`src/rtl/seq_div_pkg.sv`:
```
// Shared constants for the sequential restoring divider: default widths and
// FSM state encodings.
package seq_div_pkg;

  localparam int DW_DEF = 16;
  localparam int VW_DEF = 8;
  localparam int CW_DEF = 5;

  typedef logic [1:0] state_t;

  localparam state_t IDLE = 2'd0;
  localparam state_t RUN  = 2'd1;
  localparam state_t DONE = 2'd2;

endpackage

```
`src/rtl/seq_div_if.sv`:
```
// Start/busy/done handshake and operand/result bus of the sequential divider.
interface seq_div_if #(
  parameter int DW = 16,
  parameter int VW = 8
);

  logic          start;
  logic [DW-1:0] dividend;
  logic [VW-1:0] divisor;
  logic          busy;
  logic          done;
  logic [DW-1:0] quo;
  logic [VW-1:0] rem;
  logic          div_zero;

  modport master (
    output start, dividend, divisor,
    input  busy, done, quo, rem, div_zero
  );

  modport slave (
    input  start, dividend, divisor,
    output busy, done, quo, rem, div_zero
  );

endinterface

```
`src/rtl/seq_div_step.sv`:
```
// One restoring-division iteration: shift the next dividend bit into the
// partial remainder, trial-subtract the divisor, keep or restore.
module seq_div_step #(
  parameter int VW = 8
) (
  input  logic [VW:0]   p,
  input  logic          qmsb,
  input  logic [VW-1:0] divisor,
  output logic [VW:0]   p_next,
  output logic          qbit
);

  logic [VW+1:0] shifted;
  logic [VW+2:0] diff;

  // Two spare top bits give a clean sign bit for the trial subtraction.
  always_comb begin
    shifted = {p, qmsb};
    diff    = {1'b0, shifted} - {3'b000, divisor};
    qbit    = (diff[VW+2:VW+1] == 2'b00);
    p_next  = qbit ? diff[VW:0] : shifted[VW:0];
  end

endmodule

```
`src/rtl/seq_div.sv`:
```
// Sequential restoring divider: one quotient bit per clock, start/busy/done
// handshake, divide-by-zero reported without iterating.
module seq_div
  import seq_div_pkg::*;
#(
  parameter int DW = DW_DEF,
  parameter int VW = VW_DEF,
  parameter int CW = CW_DEF
) (
  input logic     clk,
  input logic     clr,
  seq_div_if.slave bus
);

  state_t        state;
  logic [CW-1:0] cnt;
  logic [VW:0]   p;
  logic [DW-1:0] q;
  logic [VW-1:0] dvs;
  logic [DW-1:0] quo;
  logic [VW-1:0] rem;
  logic          div_zero;

  logic [VW:0]   p_next;
  logic          qbit;
  logic [DW-1:0] q_next;

  seq_div_step #(.VW(VW)) u_step (
    .p       (p),
    .qmsb    (q[DW-1]),
    .divisor (dvs),
    .p_next  (p_next),
    .qbit    (qbit)
  );

  assign q_next = {q[DW-2:0], qbit};

  // Results only update at the end of a run (or on a zero divisor), so they
  // hold stable for the controller until the next accepted start finishes.
  always_ff @(posedge clk or posedge clr) begin
    if (clr) begin
      state    <= IDLE;
      cnt      <= '0;
      p        <= '0;
      q        <= '0;
      dvs      <= '0;
      quo      <= '0;
      rem      <= '0;
      div_zero <= 1'b0;
    end else begin
      case (state)
        IDLE: begin
          if (bus.start) begin
            if (bus.divisor == '0) begin
              quo      <= '1;
              rem      <= '0;
              div_zero <= 1'b1;
              state    <= DONE;
            end else begin
              dvs   <= bus.divisor;
              p     <= '0;
              q     <= bus.dividend;
              cnt   <= CW'(DW);
              state <= RUN;
            end
          end
        end
        RUN: begin
          p   <= p_next;
          q   <= q_next;
          cnt <= cnt - CW'(1);
          if (cnt == CW'(1)) begin
            quo      <= q_next;
            rem      <= p_next[VW-1:0];
            div_zero <= 1'b0;
            state    <= DONE;
          end
        end
        DONE:    state <= IDLE;
        default: state <= IDLE;
      endcase
    end
  end

  assign bus.busy     = (state == RUN);
  assign bus.done     = (state == DONE);
  assign bus.quo      = quo;
  assign bus.rem      = rem;
  assign bus.div_zero = div_zero;

endmodule

```
`src/flat_wrapper.sv`:
```
// flat-port wrapper written by rule: the top's interface ports become plain ports
module seq_div_flat import seq_div_pkg::*;
#(
  parameter int DW = DW_DEF,
  parameter int VW = VW_DEF,
  parameter int CW = CW_DEF
)
  (clk, clr, bus_start, bus_dividend, bus_divisor, bus_busy, bus_done, bus_quo, bus_rem, bus_div_zero);
  seq_div_if #(.DW(DW), .VW(VW)) bus_i ();
  input logic clk;
  input logic clr;
  input wire logic [$bits(bus_i.start)-1:0] bus_start;
  input wire logic [$bits(bus_i.dividend)-1:0] bus_dividend;
  input wire logic [$bits(bus_i.divisor)-1:0] bus_divisor;
  output wire logic [$bits(bus_i.busy)-1:0] bus_busy;
  output wire logic [$bits(bus_i.done)-1:0] bus_done;
  output wire logic [$bits(bus_i.quo)-1:0] bus_quo;
  output wire logic [$bits(bus_i.rem)-1:0] bus_rem;
  output wire logic [$bits(bus_i.div_zero)-1:0] bus_div_zero;
  assign bus_i.start = bus_start;
  assign bus_i.dividend = bus_dividend;
  assign bus_i.divisor = bus_divisor;
  assign bus_busy = bus_i.busy;
  assign bus_done = bus_i.done;
  assign bus_quo = bus_i.quo;
  assign bus_rem = bus_i.rem;
  assign bus_div_zero = bus_i.div_zero;
  seq_div #(.DW(DW), .VW(VW), .CW(CW)) u_core (.clk(clk), .clr(clr), .bus(bus_i));
endmodule
```
`config.mk`:
```
export PLATFORM = sky130hd
export DESIGN_NAME = seq_div_flat
export DESIGN_NICKNAME = d
export VERILOG_FILES = /design/src/rtl/seq_div_pkg.sv /design/src/rtl/seq_div_if.sv /design/src/rtl/seq_div_step.sv /design/src/rtl/seq_div.sv /design/src/flat_wrapper.sv
export SDC_FILE = /design/constraint.sdc
export NUM_CORES = 1
export LEC_CHECK = 0
export CAP_MARGIN = 20
export CORE_UTILIZATION = 63
export CTS_CLUSTER_DIAMETER = 30
export CTS_CLUSTER_SIZE = 20
export DETAILED_ROUTE_END_ITERATION = 8
export DONT_BUFFER_PORTS = 1
export PLACE_DENSITY_LB_ADDON = 0.05
export RECOVER_POWER = 25
export SYNTH_ARGS = -nofsm -noshare
export SYNTH_HDL_FRONTEND = slang
export SYNTH_SLANG_ARGS = --single-unit
```
`constraint.sdc`:
```
create_clock -name clk -period 2.9 [get_ports clk]
set_clock_uncertainty 0.1 [all_clocks]
set_input_delay 0.435 -clock clk [delete_from_list [all_inputs] [get_ports clk]]
set_output_delay 0.435 -clock clk [all_outputs]
set_load 0.01 [all_outputs]
```
; ---- After elaboration in Yosys (flattened, before gate mapping)
; Index checks and enable logic that the tools add are counted.
[word_totals]
output_inout_bits = 27
wordCells = 52
input_bits = 27
reg_bits = 65
[op_classes]
bitwise_logic = 1
addsub = 2
mux = 26
n_reduce_logical = 8
n_eq_ne = 7
[ops]
columns = op, count
row1 = 16-bit 2-to-1 mux, 5
row2 = 16-bit case mux with 2 select lines, 2
row3 = 9-bit 2-to-1 mux, 3
row4 = 8-bit 2-to-1 mux, 3
row5 = 9-bit case mux with 2 select lines, 1
row6 = 8-bit case mux with 2 select lines, 1
row7 = 10-bit by 8-bit subtractor with 11-bit output, 1
row8 = 5-bit 2-to-1 mux, 2
row9 = 5-bit case mux with 2 select lines, 1
row10 = 8-bit zero test, 1
row11 = 2-bit 2-to-1 mux, 3
row12 = 3-bit AND reduction, 2
row13 = "5-bit by 1-bit == test with 1-bit output, second input constant", 1
row14 = "5-bit by 1-bit subtractor with 5-bit output, second input constant", 1
row15 = 2-bit zero test, 2
row16 = "2-bit by 1-bit inequality test with 1-bit output, second input constant", 2
row17 = "2-bit inequality test, second input constant", 2
row18 = 2-bit case mux with 2 select lines, 1
row19 = 4-bit AND reduction, 1
row20 = 1-bit 2-to-1 mux, 3
row21 = "2-bit by 1-bit == test with 1-bit output, second input constant", 1
row22 = "2-bit == test, second input constant", 1
row23 = 1-bit case mux with 2 select lines, 1
row24 = 2-bit AND reduction, 1
row25 = 2 further kinds, 2

; ---- Depth between registers and ports, before layout
[depth]
ltp_word = 5
ltp_mapped = 10
depth_no_buf = 9

; ---- Modules after synthesis
; Synthesis repeated with hierarchy kept, for this count alone.
[unflattened]
hier_cells = 354
hier_area_um2 = 3663.5
[by_module_without_submodules]
columns = mod, cells_per_inst, seq_area_each_um2, instances, area_each_um2
row1 = seq_div, 279, 1626.6, 1, 3054.2
row2 = seq_div_step, 75, 0.0, 1, 609.3

; ---- Least setup slack after synthesis
; No wires, ideal clock.
[synth_path]
path_kind = flip-flop to flip-flop
start = register u_core.q[15]
end = register u_core.rem[1] (netlist: u_core.bus.rem[1])
path_stages_with_launch = 11
arrival_time_ns = 2.446
period_less_slack_ns = 2.672
setup_ns = 0.126
setup_slack_ns = 0.228
n_path_buf = 1
cell_sequence = dfrtp_1 > inv_1 > ha_1 > fa_1 > and2b_1 > o2111ai_1 > a31o_1 > a211oi_4 > buf_6 > nor3_1 > a221o_1
[synth_via]
elab_chain_cells = 5
[synth_lines]
columns = item, line
row1 = start: declaration, seq_div.sv:18  ; logic [DW-1:0] q;
row2 = start signal: assignment, seq_div.sv:62  ; q <= bus.dividend;
row3 = start signal: assignment, seq_div.sv:70  ; q <= q_next;
row4 = 10-bit by 8-bit subtractor with 11-bit output (*), seq_div_step.sv:19  ; diff = {1'b0, shifted} - {3'b000, divisor};
row5 = 2-bit zero test, seq_div_step.sv:20  ; qbit = (diff[VW+2:VW+1] == 2'b00);
row6 = 9-bit 2-to-1 mux (*), seq_div_step.sv:21  ; p_next = qbit ? diff[VW:0] : shifted[VW:0];
row7 = 8-bit 2-to-1 mux (*), seq_div.sv:72  ; if (cnt == CW'(1)) begin
row8 = 8-bit case mux with 2 select lines (*), seq_div.sv:51  ; case (state)
row9 = end signal: assignment, seq_div.sv:74  ; rem <= p_next[VW-1:0];
row10 = end: declaration, seq_div.sv:21  ; logic [VW-1:0] rem;
; Every way passes the cells marked *; elsewhere a longest branch is shown, timed or not. The select of a mux whose other input is x is not followed.
; A chain may end at the register's enable or synchronous reset.

; ---- Final worst setup path
[layout_path]
start = register u_core.q[15]
end = register u_core.rem[7] (netlist: u_core.bus.rem[7])
; Same word-level chain as after synthesis.

==> results.cfg <==
[status]
status = finished, final reports clean

[route]
vias_per_cell = 5.677
drtIter0Drc = 184
drc = 0
dr.pass1.iters = 4
wl_um = 6606
ant_nets = 0
wire_per_inst_um = 15.69
vias = 2390

[logic_synthesis]
synth-seq-cells = 65
synth_xor_xnor_area_share_pct = 1.927
synth.most_common_cell = nand2_1
synth.area.top_cells = dfrtp_1 (51%), nand2_1 (9.9%), o21ai_0 (5.0%)
ys.flop_type = dfrtp_1
synth_mux_area_share_pct = 2.556
syn-cell-area_sq_mm = 0.003182
syn_avg_cell_area_sq_um = 9.249
synth_fp_nets = 382
yosys.area.top_type = dfrtp_1
synth_common_cells = nand2_1 (84), dfrtp_1 (65), o21ai_0 (32)
synth-simple-area-share_pct = 18.25
yosysWarnings = 0
seq_area_frac_synth_pct = 51.12
synth_edf_count = 0
synth_top_area_share_pct = 51.12
synthAdderAreaFrac_pct = 4.562
syn_inst = 344
synthArstFlopShare_pct = 100.0
synth_compound_area_share_pct = 16.87
synth_top_family_by_area = simple AND/OR/NAND/NOR gates
yosysUniqueCellTypes = 48

[floorplan]
die_w_um = 73.07
io_pins = 54
num_rows = 25
core_sq_mm = 0.004786
die_area_sq_mm = 0.005338
start_util_pct = 66.48
fp.dieH_um = 73.07

[worst_setup_path]
regToRegSetupSlack_ns = 0.21
end_kind = register
worstSetupPathType = register to register
cp-start-kind = register
r2r-end = u_core.bus.rem[7]
reg2regPathDepth = 10
critPathArrivalTime_ns = 2.80
regToRegStartpoint = u_core.q[15]
crit_required_ns = 3.01
critPathMaxFanout = 14

[hold_path]
min_to = u_core.dvs[5]
hp-start = bus_divisor[5]
worstHoldPathType = input port to register
min_path_cells = 2

[clock_tree]
clk_latency_ns = 0.34
postCtsSetupRepairBufs = 0
clock_path_buffers = 2
cts_inserted_buffers = 9
htree_levels = 3
cts_tree = built
clkSlewWorstSetupHoldPaths_ns = 0.07
cts.sinks = 65
clockRootBuffer = clkbuf_8

[placement]
dp_worst_setup_slack_ns = 0.1988
port_buffers = 0
place.gp.congestion = 0.8009
place_hpwl_um = 4524

[finish]
layout-drive-gt1-share_pct = 9.040
diodes = 0
finalNetCount = 387
n_fill_cell = 378
syn2layout_area_growth_pct = 8.651

[timing]
whs_ns = 0.1131
drv_slew = 0
setup_viol = 0
fmax_mhz = 372.2
min_period_over_period_pct = 92.66
tightest_slew_ns = 0.6738
layout_setup_ws_ns = 0.2129
hold_viol_final = 0
fin_setup_tns_ns = 0
min_period_ns = 2.687
max_slew_margin_pct = 55.03
rsz0062_at_grt = no

[global_route]
grt_use_met2_pct = 40.64
grt.overflow.total = 0
grt_pass1_vias = 2248
grt_use_met3_pct = 5.249
grt-busiest-layer = met2
antenna_found_initial = 0
grtUsageTotal_pct = 27.21
grt_pass1_wl_um = 10740
grt_start_max_net_pins = 41
use_met1_pct = 37.52

[pwr]
vdd.ir_drop.worst_v = 0.0008645
power.leakage_uw = 0.001635
p_per_area_mw_per_mm2 = 1356

[run]
maxCapViolCount = 0
where the power goes:
part | total (uW) | switching (uW) | internal [uW]
clock network | 743 | 347 | 396
logic | 2190 | 1260 | 931
registers | 1750 | 397 | 1360
stage by stage:
stage	cell area, sq um	std cells	power (uW)	util (%)
2_1_floorplan	3182	344	3445	-
3_3_place_gp	3256	404	3852	68.03
3_5_place_dp	3256	404	3933	68.03
4_1_cts	3453	421	4680	72.16
5_1_grt	3457	421	5048	72.24
6_report	3457	421	4688	72.24
flip-flops by register name, summed over array words and instances (netlist names):
name                 cells
u_core.bus.quo          16
u_core.q                16
u_core.bus.rem           8
u_core.state             2
u_core.p                 9
u_core.dvs               8
u_core.cnt               5
u_core.bus.div_zero      1
timing repair:
| action | in CTS | in global routing |
|---|---|---|
| setup endpoints to repair | 0 | 3 |
| hold buffers | 1 | 0 |
| hold endpoints to repair | 16 | 0 |
| gates resized for setup | 0 | 1 |
layer usage:
layer | part of all wire [%] | up-vias
met1 | 46 | 1131
met4 | 2.6 | 0
met2 | 47 | 57
met5 | 0 | -
li1 | - | 1188
met3 | 4.2 | 14
critical path, cell delays in order (launching register included):
cell       delay (ns)
dfrtp_1          0.36
inv_1            0.08
ha_1             0.23
fa_1             0.37
and2b_1          0.25
o2111ai_1        0.15
a31o_1           0.24
a211oi_4         0.22
buf_6            0.22
mux2i_1          0.24
o21ai_0          0.11
cells by family (layout without fill, tap and decap cells):
family,count (synthesis),count (layout)
buffers and inverters,34,44
AO/OA/AOI/OAI,83,83
AND/OR/NAND/NOR,136,136
multiplexers,8,8
XOR/XNOR,7,7
flip-flops,65,65
adder cells (fa/ha/maj),11,11
area by class of cell:
class	count	area [sq um]	share of cell area (%)
repair buffers	11	88.84	2.570
well taps	67	83.83	2.425
multi-input cells	245	1405	40.64
inverters	17	65.06	1.882
clock buffers	11	131.4	3.800
clock inverters	5	56.30	1.629
flip-flops and latches	65	1627	47.05
worst max path at each step:
stage	from	to	depth (start not counted)
after floorplan	u_core.q[15]	u_core.bus.rem[1]	10
after detailed placement	u_core.q[15]	u_core.bus.rem[6]	10
after global placement	u_core.q[15]	u_core.bus.rem[5]	10
after global routing	u_core.q[15]	u_core.bus.rem[5]	10
after CTS	u_core.q[15]	u_core.bus.rem[6]	10
final	u_core.q[15]	u_core.bus.rem[7]	10
cells in the final DEF (no fill, tap or decap), types with 3 or more instances in the layout:
master,netlist,final
nand3_1,3,3
xnor2_1,5,5
a221o_1,3,3
a21oi_1,8,8
buf_4,0,9
o21ai_0,32,32
dfrtp_1,65,65
nor2_1,27,27
nand2b_1,3,3
nand2_1,84,84
nor4_1,3,3
o21a_1,4,4
ha_1,10,10
mux2i_1,7,7
clkbuf_8,0,9
clkinv_2,1,3
nor3_1,6,6
inv_1,16,16
a31oi_1,15,15
No activity file was read; power rests on OpenSTA's default activity.
